--- src/rtl/wsp_pkg.sv ---
// Shared types and constants for the IEEE 1500 wrapper serial port sequencer.
package wsp_pkg;

  typedef enum logic [2:0] {
    ST_IDLE    = 3'd0,
    ST_CAPTURE = 3'd1,
    ST_SHIFT   = 3'd2,
    ST_UPDATE  = 3'd3,
    ST_DONE    = 3'd4
  } wsp_state_e;

  // cmd_type encodings
  localparam logic CMD_WIR = 1'b0;
  localparam logic CMD_WBR = 1'b1;

  // WIR opcodes
  localparam logic [2:0] WS_BYPASS = 3'b000;
  localparam logic [2:0] WS_EXTEST = 3'b001;
  localparam logic [2:0] WS_INTEST = 3'b010;

  // Instruction register length in bits
  localparam int WIR_LEN = 3;

endpackage

--- src/rtl/wsp_shift_unit.sv ---
// Payload shifter, bit counter and WSO collector for one scan command.
module wsp_shift_unit #(
  parameter int DATA_W = 16,
  parameter int LEN_W  = 5
) (
  input  logic              clk,
  input  logic              WRSTN,
  input  logic              load,
  input  logic [DATA_W-1:0] load_data,
  input  logic [LEN_W-1:0]  load_len,
  input  logic              shift,
  input  logic              wso,
  output logic              wsi_bit,
  output logic              last_bit,
  output logic              len_zero,
  output logic [DATA_W-1:0] rsp_data
);

  logic [DATA_W-1:0] payload_q;
  logic [LEN_W-1:0]  cnt_q;
  logic [LEN_W-1:0]  len_q;

  // Payload moves right so the current bit is always at index 0.
  assign wsi_bit  = payload_q[0];
  assign last_bit = (cnt_q == (len_q - LEN_W'(1)));
  assign len_zero = (len_q == '0);

  // Load on accept; during shift advance payload/counter and drop WSO into rsp_data[cnt].
  always_ff @(posedge clk) begin
    if (!WRSTN) begin
      payload_q <= '0;
      cnt_q     <= '0;
      len_q     <= '0;
      rsp_data  <= '0;
    end else if (load) begin
      payload_q <= load_data;
      len_q     <= load_len;
      cnt_q     <= '0;
      rsp_data  <= '0;
    end else if (shift) begin
      payload_q <= payload_q >> 1;
      cnt_q     <= cnt_q + LEN_W'(1);
      for (int k = 0; k < DATA_W; k++) begin
        if (cnt_q == LEN_W'(k)) rsp_data[k] <= wso;
      end
    end
  end

endmodule

--- src/rtl/wsp_sequencer.sv ---
// WSP sequencer: runs capture/shift/update on WRCK for WIR loads and WBR scans.
module wsp_sequencer
  import wsp_pkg::*;
#(
  parameter int DATA_W = 16,
  parameter int LEN_W  = 5
) (
  input  logic              WRCK,
  input  logic              WRSTN,
  input  logic              cmd_valid,
  output logic              cmd_ready,
  input  logic              cmd_type,
  input  logic [LEN_W-1:0]  cmd_len,
  input  logic [DATA_W-1:0] cmd_data,
  output logic              rsp_valid,
  output logic [DATA_W-1:0] rsp_data,
  output logic [2:0]        wir_value,
  output logic              SelectWIR,
  output logic              CaptureWR,
  output logic              ShiftWR,
  output logic              UpdateWR,
  output logic              WSI,
  input  logic              WSO
);

  wsp_state_e       state_q, state_d;
  logic             type_q;
  logic [2:0]       wir_lo_q;
  logic [LEN_W-1:0] eff_len;
  logic             accept;
  logic             wsi_bit, last_bit, len_zero;

  assign accept = cmd_valid && (state_q == ST_IDLE);

  // Instructions are always WIR_LEN long; scans clamp to the register width.
  always_comb begin
    eff_len = cmd_len;
    if (cmd_type == CMD_WIR)                 eff_len = LEN_W'(WIR_LEN);
    else if (cmd_len > LEN_W'(DATA_W))       eff_len = LEN_W'(DATA_W);
  end

  wsp_shift_unit #(.DATA_W(DATA_W), .LEN_W(LEN_W)) u_shift (
    .clk       (WRCK),
    .WRSTN     (WRSTN),
    .load      (accept),
    .load_data (cmd_data),
    .load_len  (eff_len),
    .shift     (state_q == ST_SHIFT),
    .wso       (WSO),
    .wsi_bit   (wsi_bit),
    .last_bit  (last_bit),
    .len_zero  (len_zero),
    .rsp_data  (rsp_data)
  );

  // State register, latched command fields and the WIR shadow value.
  always_ff @(posedge WRCK) begin
    if (!WRSTN) begin
      state_q   <= ST_IDLE;
      type_q    <= CMD_WIR;
      wir_lo_q  <= '0;
      wir_value <= '0;
    end else begin
      state_q <= state_d;
      if (accept) begin
        type_q   <= cmd_type;
        wir_lo_q <= cmd_data[2:0];
      end
      if (state_q == ST_UPDATE && type_q == CMD_WIR) wir_value <= wir_lo_q;
    end
  end

  // Next-state and Moore output decode from the registered state.
  always_comb begin
    state_d   = state_q;
    cmd_ready = 1'b0;
    CaptureWR = 1'b0;
    ShiftWR   = 1'b0;
    UpdateWR  = 1'b0;
    rsp_valid = 1'b0;
    SelectWIR = 1'b0;
    case (state_q)
      ST_IDLE: begin
        cmd_ready = 1'b1;
        if (cmd_valid) state_d = ST_CAPTURE;
      end
      ST_CAPTURE: begin
        CaptureWR = 1'b1;
        SelectWIR = (type_q == CMD_WIR);
        state_d   = len_zero ? ST_UPDATE : ST_SHIFT;
      end
      ST_SHIFT: begin
        ShiftWR   = 1'b1;
        SelectWIR = (type_q == CMD_WIR);
        if (last_bit) state_d = ST_UPDATE;
      end
      ST_UPDATE: begin
        UpdateWR  = 1'b1;
        SelectWIR = (type_q == CMD_WIR);
        state_d   = ST_DONE;
      end
      ST_DONE: begin
        rsp_valid = 1'b1;
        state_d   = ST_IDLE;
      end
      default: state_d = ST_IDLE;
    endcase
    WSI = ShiftWR & wsi_bit;
  end

endmodule
--- config.mk ---
export PLATFORM = sky130hd
export DESIGN_NAME = wsp_sequencer
export DESIGN_NICKNAME = d
export VERILOG_FILES = /design/src/rtl/wsp_pkg.sv /design/src/rtl/wsp_shift_unit.sv /design/src/rtl/wsp_sequencer.sv
export SDC_FILE = /design/constraint.sdc
export NUM_CORES = 1
export LEC_CHECK = 0
export ABC_AREA = 1
export ABC_CLOCK_PERIOD_IN_PS = 2060
export BUFFER_PORTS_ARGS = -buffer_cell sky130_fd_sc_hd__buf_2
export CORE_MARGIN = 5
export CORE_UTILIZATION = 54
export DETAILED_ROUTE_END_ITERATION = 7
export PLACE_DENSITY = 0.79
export SLEW_MARGIN = 30
export SYNTH_ARGS = -nofsm -noshare
export SYNTH_HDL_FRONTEND = slang
export SYNTH_HIERARCHICAL = 1
export SYNTH_SLANG_ARGS = --single-unit
--- constraint.sdc ---
create_clock -name WRCK -period 2.06 [get_ports WRCK]
set_input_delay 0.103 -clock WRCK [delete_from_list [all_inputs] [get_ports WRCK]]
set_output_delay 0.103 -clock WRCK [all_outputs]
set_load 0.005 [all_outputs]
==> results of run 1 <==
power by group:
group | switching (mW) | internal (mW)
Combinational | 0.470 | 0.257
Clock | 0.352 | 0.282
Sequential | 0.0748 | 1.11
Total | 0.897 | 1.65
metal layers:
layer	vias up	GRT usage (%)	routed length, um
li1	1271	-	-
met2	55	31.34	2526
met3	6	5.606	402
met4	0	5.944	65
met1	1027	22.95	2539
met5	-	0	0
placed cells by master (no fill, tap or decap):
cell type / instances
nor2_4: 4
buf_2: 51
dfxtp_1: 52
nor2_1: 34
inv_2: 6
a22oi_1: 7
nor3_1: 4
nand4_1: 5
o21ai_0: 24
ha_1: 6
inv_1: 51
nand3_1: 30
inv_6: 2
a211oi_1: 1
nand2_2: 1
buf_4: 3
xor2_1: 1
nand3_4: 1
nand2_1: 90
clkinv_2: 1
clkbuf_8: 6
a31oi_1: 7
a21oi_1: 31
worst max-delay path: cells and delay by family (launching register included):
kind                   cells  cell delay [ns]
flip-flops                 1             0.46
buffers and inverters      2             0.55
AO/OA/AOI/OAI              1             0.17
AND/OR/NAND/NOR            3             0.54
cell families (layout without fill, tap and decap cells):
family	Yosys count	in the layout	synth area share [%]
flip-flops	52	52	41.27
buffers and inverters	69	120	11.21
AO/OA/AOI/OAI	70	70	15.03
AND/OR/NAND/NOR	169	169	29.17
adder cells (fa/ha/maj)	6	6	2.976
XOR/XNOR	1	1	0.3473
stage by stage:
step | util [%] | setup WS [ns] | total power, mW
2_1_floorplan | - | 0.5963 | 1.767
3_3_place_gp | 63.03 | 0.3732 | 1.921
3_5_place_dp | 63.03 | 0.3194 | 1.938
4_1_cts | 65.29 | 0.2952 | 2.572
5_1_grt | 65.29 | 0.08559 | 2.745
6_report | 65.29 | 0.2811 | 2.550
path summary, 6_finish.rpt:
| path | slack, ns | startpoint | end | cells after the start |
|---|---|---|---|---|
| hold / removal | 0.04 | cmd_data[15] | u_shift/payload_q[15] | 3 |
| hold reg to reg | 0.47 | u_shift/payload_q[3] | u_shift/payload_q[3] | 2 |
| setup reg to reg | 0.28 | state_q[1] | u_shift/rsp_data[8] | 6 |
| setup / recovery | 0.28 | state_q[1] | u_shift/rsp_data[8] | 6 |
registers in the layout, indices dropped and copies added (netlist names):
name and count:
state_q 3, type_q 1, u_shift/cnt_q 5, u_shift/len_q 5, u_shift/payload_q 16, u_shift/rsp_data 16, wir_lo_q 3, wir_value 3
area by class of cell:
class / instances / area, um^2
Clock buffer: 6 / 82.58
Tap cell: 52 / 65.06
Clock inverter: 2 / 17.52
Inverter: 58 / 219.0
Fill cell: 414 / 1543
Timing Repair Buffer: 54 / 277.8
Multi-Input combinational cell: 246 / 1199
Sequential cell: 52 / 1041
==> flow_metrics.py, run 1 <==
metrics = {
    "outcome": {
        "status": "finished, final reports clean",
    },
    "synth": {
        "synthArstFlopShare_pct": 0,
        "yosys-top-cells-count": "nand2_1, dfxtp_1, inv_1, nor2_1, a21oi_1",
        "synth.area.top_cells": "dfxtp_1, nand2_1, inv_1",
        "yosys.cell_count.top_type": "nand2_1",
        "yosys.cell_types.count": 23,
        "ys.flop_type": "dfxtp_1",
        "synth_top_area_share_pct": 41.27,
        "ys_ff_latch": 52,
        "yosys.area.top_type": "dfxtp_1",
        "syn_area_per_cell_um2": 6.873,
        "ys_seq_area_share_pct": 41.27,
        "synth_edf_count": 0,
        "synthCells": 367,
        "netlist_area_um2": 2522,
        "synth_warnings": 6,
        "synth_nets": 399,
    },
    "worst_setup_path": {
        "crit_fanout": 12,
        "cp-end-kind": "register",
        "crit_type": "reg2reg",
        "critPathSlowestCell": "dfxtp_1",
        "worstPathCellList": "nand2_1 > inv_1 > nand3_1 > inv_1 > nand3_1 > a21oi_1",
        "slowest_delay_ns": 0.46,
        "required_ns": 2.30,
        "critPathLaunchType": "register",
        "cp.arrival_ns": 2.01,
    },
    "grt": {
        "grt_pass1_vias": 2187,
        "gr-total-overflow": 0,
        "grtUsageTotal_pct": 18.65,
        "grt_start_max_net_pins": 21,
        "antenna_found_initial": 0,
        "grt_first_pass_wirelength_mm": 9.494,
    },
    "timing": {
        "whs_ns": 0.04432,
        "post-route-min-period_ns": 1.779,
        "slew_headroom_pct": 72.32,
        "fin_crit_sh_pct": 86.35,
        "fin_skew_ns": 0.009297,
        "max_freq_mhz": 562.1,
        "rsz0062_at_grt": "false",
        "final.setup.tns_ns": 0,
        "finalSetupViolCount": 0,
        "tightest_slew_ns": 0.4136,
        "final-hold-violation-count": 0,
        "drv_slew": 0,
    },
    "finish": {
        "final_nets": 449,
        "drive_gt1_share_pct": 17.94,
        "diodes": 0,
        "fin_area_um2": 2902,
        "fin_cells": 470,
        "area_delta_synth_final_pct": 15.03,
    },
    "routing": {
        "vias": 2359,
        "wl_mm": 5.534,
        "drt_iter0_drc": 132,
        "ant_nets": 0,
        "dr.pass1.iters": 4,
        "wl_per_cell_um": 11.77,
        "vias_per_cell": 5.019,
        "drcViolationCount": 0,
    },
    "power": {
        "power.leakage_nw": 1.444,
        "ir_drop_mv": 0.5684,
        "p_per_area_nw_per_um2": 878.8,
    },
    "clocking": {
        "hold_buffers": 0,
        "clock_path_buffers": 2,
        "cts_tree": "done",
        "cts-resized-gates": 0,
        "clk_transition_reported_paths_ns": 0.10,
        "cts_buffers": 5,
        "htree_levels": 2,
        "cts.sinks": 52,
        "post_cts_buffers": 0,
        "insertion_delay_ns": 0.30,
        "root_buffer": "clkbuf_8",
    },
    "placed_design": {
        "postPlaceCellArea_um2": 2801,
        "gp_congestion": 0.8752,
        "dp_cells": 462,
        "place_hpwl_mm": 4.109,
        "numPortBuffers": 51,
    },
    "floorplan": {
        "rows": 24,
        "die-area_um2": 6138,
        "die_h_um": 78.35,
        "core-area_um2": 4444,
        "die_w_um": 78.35,
        "ios": 52,
        "start_util_pct": 56.76,
    },
    "hold_path": {
        "holdCritPathClass": "in2reg",
    },
    "flow_run": {
        "maxCapViolations": 0,
    },
}
Note: power is estimated with default switching activity, not from simulation.
==> run 2, diff against run 1 <==
CELL_PAD_IN_SITES_DETAIL_PLACEMENT = 1   (was unset)
CELL_PAD_IN_SITES_GLOBAL_PLACEMENT = 2   (was unset)
CORE_UTILIZATION = 29   (was 54)
PLACE_DENSITY = unset   (was 0.79)
PLACE_DENSITY_LB_ADDON = 0.1   (was unset)
==> run 2 against run 1 <==
Against the previous run:
- clock power rose by 15%
- clock skew rose by 0.0025 ns
- largest power group unchanged
- setup slack improved by 0.038 ns
- routed wire length rose by 26%
- cell area rose by 3.4%
- highest routed layer unchanged
- global-route usage fell by 4.8 points
- via count rose by 5.6%
==> flow_metrics.py, run 2 (synthesized netlist as in run 1, its figures left out) <==
metrics = {
    "outcome": {
        "status": "finished, final reports clean",
    },
    "floorplan": {
        "die_h_um": 103.3,
        "start_util_pct": 29.35,
        "core-area_um2": 8593,
        "rows": 34,
        "ios": 52,
        "die_w_um": 103.3,
        "die-area_um2": 10660,
    },
    "routing": {
        "wl_mm": 6.967,
        "ant_nets": 0,
        "vias_per_cell": 4.716,
        "wl_per_cell_um": 13.20,
        "dr.pass1.iters": 4,
        "drt_iter0_drc": 56,
        "drcViolationCount": 0,
        "vias": 2490,
    },
    "clocking": {
        "clock_path_buffers": 2,
        "post_cts_buffers": 0,
        "cts_buffers": 5,
        "htree_levels": 2,
        "cts.sinks": 52,
        "root_buffer": "clkbuf_8",
        "cts_tree": "done",
        "clk_transition_reported_paths_ns": 0.11,
        "hold_buffers": 0,
        "insertion_delay_ns": 0.31,
    },
    "worst_setup_path": {
        "cp-end-kind": "register",
        "crit_fanout": 15,
        "crit_type": "reg2reg",
        "critPathLaunchType": "register",
        "required_ns": 2.28,
        "cp.arrival_ns": 1.96,
    },
    "grt": {
        "gr-total-overflow": 0,
        "grt_start_max_net_pins": 21,
        "antenna_found_initial": 0,
        "grt_first_pass_wirelength_mm": 11.72,
        "grtUsageTotal_pct": 13.87,
        "grt_pass1_vias": 2453,
    },
    "timing": {
        "rsz0062_at_grt": "false",
        "max_freq_mhz": 574.4,
        "final-hold-violation-count": 0,
        "fin_crit_sh_pct": 84.52,
        "tightest_slew_ns": 0.4574,
        "final.setup.tns_ns": 0,
        "drv_slew": 0,
        "finalSetupViolCount": 0,
        "slew_headroom_pct": 69.47,
        "fin_skew_ns": 0.01182,
        "post-route-min-period_ns": 1.741,
    },
    "placed_design": {
        "dp_cells": 520,
        "numPortBuffers": 51,
        "gp_congestion": 0.7800,
        "place_hpwl_mm": 5.300,
    },
    "finish": {
        "final_common_cell": "nand2_1",
        "fin_cells": 528,
        "multiInputGateArea_um2": 1199,
        "diodes": 0,
        "final.fill_count": 1145,
        "layout_common_cells": "nand2_1, dfxtp_1, buf_2, inv_1, nor2_1",
        "seqCellArea_um2": 1041,
        "top_regs": "u_shift/payload_q (16), u_shift/rsp_data (16)",
        "drive_gt1_share_pct": 18.33,
        "final_nets": 451,
        "area_delta_synth_final_pct": 19.00,
    },
    "power": {
        "power.leakage_nw": 1.448,
        "p_per_area_nw_per_um2": 891.1,
        "ir_drop_mv": 0.3060,
    },
    "hold_path": {
        "holdCritPathClass": "in2reg",
    },
    "flow_run": {
        "maxCapViolations": 0,
    },
}
run 2: changes by cell type in the layout (fill, tap and decap cells not counted):
cell / change
buf_4: +2
inv_6: -1
inv_1: -1
clkinvlp_4: +1
clkbuf_8: -1
clkbuf_1: +1
bufinv_16: +1
run 2: power breakdown:
part | switching (mW) | internal [mW] | total [mW] | leakage, nW
Sequential | 0.0790 | 1.11 | 1.19 | 0.424
Combinational | 0.496 | 0.259 | 0.755 | 0.969
Clock | 0.359 | 0.368 | 0.727 | 0.0558
run 2: cell type report:
cell class | count | area share, %
sequential | 52 | 34.68
clock buffer | 6 | 2.418
multi-input combinational | 246 | 39.93
timing repair buffer | 56 | 9.754
inverter | 58 | 7.420
clock inverter | 2 | 1.292
tap | 108 | 4.502
run 2: repair_timing:
action	in CTS	in global routing
hold endpoints to repair	0	0
setup endpoints to repair	0	2
resized for setup	0	1
run 2: worst max-delay path: stages, from the launching register on:
cell and delay (ns):
dfxtp_1 0.46, nor2_1 0.09, nand2_1 0.18, clkinvlp_4 0.26, inv_1 0.22, nor2_4 0.11
a22oi_1 0.17, nand2_1 0.07, nand2_1 0.06, inv_1 0.03
run 2: metrics by stage:
step                hold WS, ns  setup WS (ns)  cell area [um^2]  power [mW]  util (%)
floorplan                0.2414         0.5963              2522       1.767         -
global placement         0.3667         0.3060              2887       1.973     33.59
detailed placement       0.3719         0.2263              2887       1.985     33.59
CTS                     0.02412         0.2097              2998       2.729     34.89
global route            0.02693        0.09204              3002       2.884     34.93
finish                  0.03191         0.3190              3002       2.675     34.93
run 2: worst paths after layout:
kind                         startpoint               endpoint  slack, ns  cells past startpoint
setup / recovery             state_q[2]   u_shift/payload_q[0]       0.32                      9
hold / removal             cmd_data[15]  u_shift/payload_q[15]       0.03                      3
setup reg to reg             state_q[2]   u_shift/payload_q[0]       0.32                      9
hold reg to reg   u_shift/payload_q[15]  u_shift/payload_q[15]       0.47                      2
run 2: metal layers:
layer  GRT usage, %  wire length, um
met1          18.26             3258
met3          2.012              189
met4          3.586               71
met2          23.83             3447
met5              0                0
==> run 3, diff against run 2 <==
ABC_CLOCK_PERIOD_IN_PS = 1600   (was 2060)
CORE_UTILIZATION = 27   (was 29)
clock period = 1.6 ns   (was 2.06 ns; I/O delays follow)
==> run 3 against run 2 <==
Against the previous run:
- power up 40%
- sequential power up 28%
- first-iteration DRC count grew 27%
- sequential share of layout area is 1.7 points lower
- cell count grew 2.8%
- die area increased by 6.7%
- via count grew 0.44%
==> flow_metrics.py, run 3 (synthesized netlist as in run 1, its figures left out) <==
metrics = {
    "placed_design": {
        "gp_congestion": 0.7540,
        "pre_cts_ws_ns": 0.02792,
        "place_hpwl_mm": 5.454,
        "numPortBuffers": 51,
    },
    "timing": {
        "finalSetupViolCount": 0,
        "rsz0062_at_grt": "true",
        "max_freq_mhz": 657.7,
        "whs_ns": 0.02264,
        "fin_skew_ns": 0.01107,
        "fin_crit_sh_pct": 95.03,
        "final-hold-violation-count": 0,
        "fin_ws_ns": 0.07950,
        "drv_slew": 0,
        "post-route-min-period_ns": 1.521,
        "final.setup.tns_ns": 0,
        "tightest_slew_ns": 0.4082,
        "slew_headroom_pct": 72.69,
    },
    "hold_path": {
        "hold_path.startpoint": "cmd_data[15]",
        "holdCritPathClass": "in2reg",
        "worstHoldPathCells": 3,
    },
    "worst_setup_path": {
        "r2r_setup_slack_ns": 0.08,
        "critPathLaunchType": "register",
        "ff2ff_path_depth": 10,
        "cp-end-kind": "register",
        "crit_fanout": 4,
        "cp.arrival_ns": 1.76,
        "crit_type": "reg2reg",
        "regToRegStartpoint": "u_shift/len_q[0]",
        "required_ns": 1.84,
        "crit_start": "u_shift/len_q[0]",
    },
    "clocking": {
        "cts.sinks": 52,
        "clk_transition_reported_paths_ns": 0.10,
        "insertion_delay_ns": 0.30,
        "clock_path_buffers": 2,
        "cts_buffers": 5,
        "cts_tree": "done",
        "root_buffer": "clkbuf_8",
        "htree_levels": 2,
    },
    "routing": {
        "dr.pass1.iters": 4,
        "ant_nets": 0,
        "drcViolationCount": 0,
        "wl_per_cell_um": 13.08,
        "drt_iter0_drc": 71,
        "vias_per_cell": 4.606,
        "wl_mm": 7.100,
        "vias": 2501,
    },
    "floorplan": {
        "die-area_um2": 11380,
        "die_w_um": 106.7,
        "ios": 52,
        "rows": 35,
        "die_h_um": 106.7,
        "core-area_um2": 9153,
        "start_util_pct": 27.56,
    },
    "finish": {
        "final_common_cell": "nand2_1",
        "area_delta_synth_final_pct": 25.35,
        "drive_gt1_share_pct": 22.22,
        "final_nets": 464,
        "diodes": 0,
        "layout_common_cells": "nand2_1, buf_2, dfxtp_1, inv_1, nor2_1",
        "top_regs": "u_shift/payload_q (16), u_shift/rsp_data (16)",
    },
    "grt": {
        "grt_first_pass_wirelength_mm": 12.14,
        "grt_start_max_net_pins": 21,
        "gr-total-overflow": 0,
        "antenna_found_initial": 0,
        "grt_pass1_vias": 2574,
        "grtUsageTotal_pct": 13.00,
    },
    "flow_run": {
        "maxCapViolations": 0,
    },
    "power": {
        "power.leakage_nw": 1.527,
        "p_per_area_nw_per_um2": 1181,
        "ir_drop_mv": 0.4858,
    },
    "outcome": {
        "status": "finished, final reports clean",
    },
}
==> run 3: cell types whose count changed in the layout (fill, tap and decap cells not counted), moves of 2 or more <==
cell     previous run  this run
buf_4               5        16
nand3_1            30        28
nand3_2             0         2
buf_12              0         2
==> run 3: power breakdown <==
part,switching (mW),internal [mW]
clock,0.440,0.616
sequential,0.0887,1.44
combinational,0.695,0.457
==> run 3: layout make-up <==
type,count,area (um^2)
fillers,1178,5991
multi-input cells,246,1214
repair buffers,69,415.4
clock inverters,2,60.06
flip-flops and latches,52,1042
clock buffers,5,68.82
well taps,111,138.9
inverters,58,222.7
==> run 3: final timing paths <==
check,end
worst min register to register,u_shift/payload_q[15]
worst min-delay path,u_shift/payload_q[15]
worst max register to register,state_q[0]
worst max-delay path,state_q[0]
==> run 3: critical path, cell delays in order, from the launching register on <==
cell,delay [ns]
dfxtp_2,0.35
inv_1,0.08
ha_2,0.33
inv_1,0.04
nand2_1,0.05
nand2_1,0.04
nor2_1,0.09
nand4_1,0.14
nor2_2,0.15
o21ai_0,0.10
nor2_1,0.09
==> run 3: routing by layer <==
layer | vias to the layer above | global-route usage, % | wire [um]
met5 | - | 0 | 0
met4 | 0 | 3.379 | 77
met3 | 6 | 2.468 | 184
met2 | 34 | 22.53 | 3452
met1 | 1160 | 16.56 | 3386
li1 | 1301 | - | -
==> run 3: what timing repair did <==
action,in CTS,in global routing
hold buffers,0,0
gates resized for setup,0,7
buffers inserted,1,1
setup endpoints to repair,1,36
endpoints found under the hold margin,0,0
pin swaps,1,1
==> run 3: metrics by stage <==
stage	cells	util, %	power [mW]	area, um^2
final	543	34.55	3.733	3162
after global routing	543	34.55	4.025	3162
after CTS	542	34.11	3.751	3122
after detailed placement	534	32.48	2.644	2973
after global placement	534	32.48	2.627	2973
after floorplan	367	-	2.275	2522
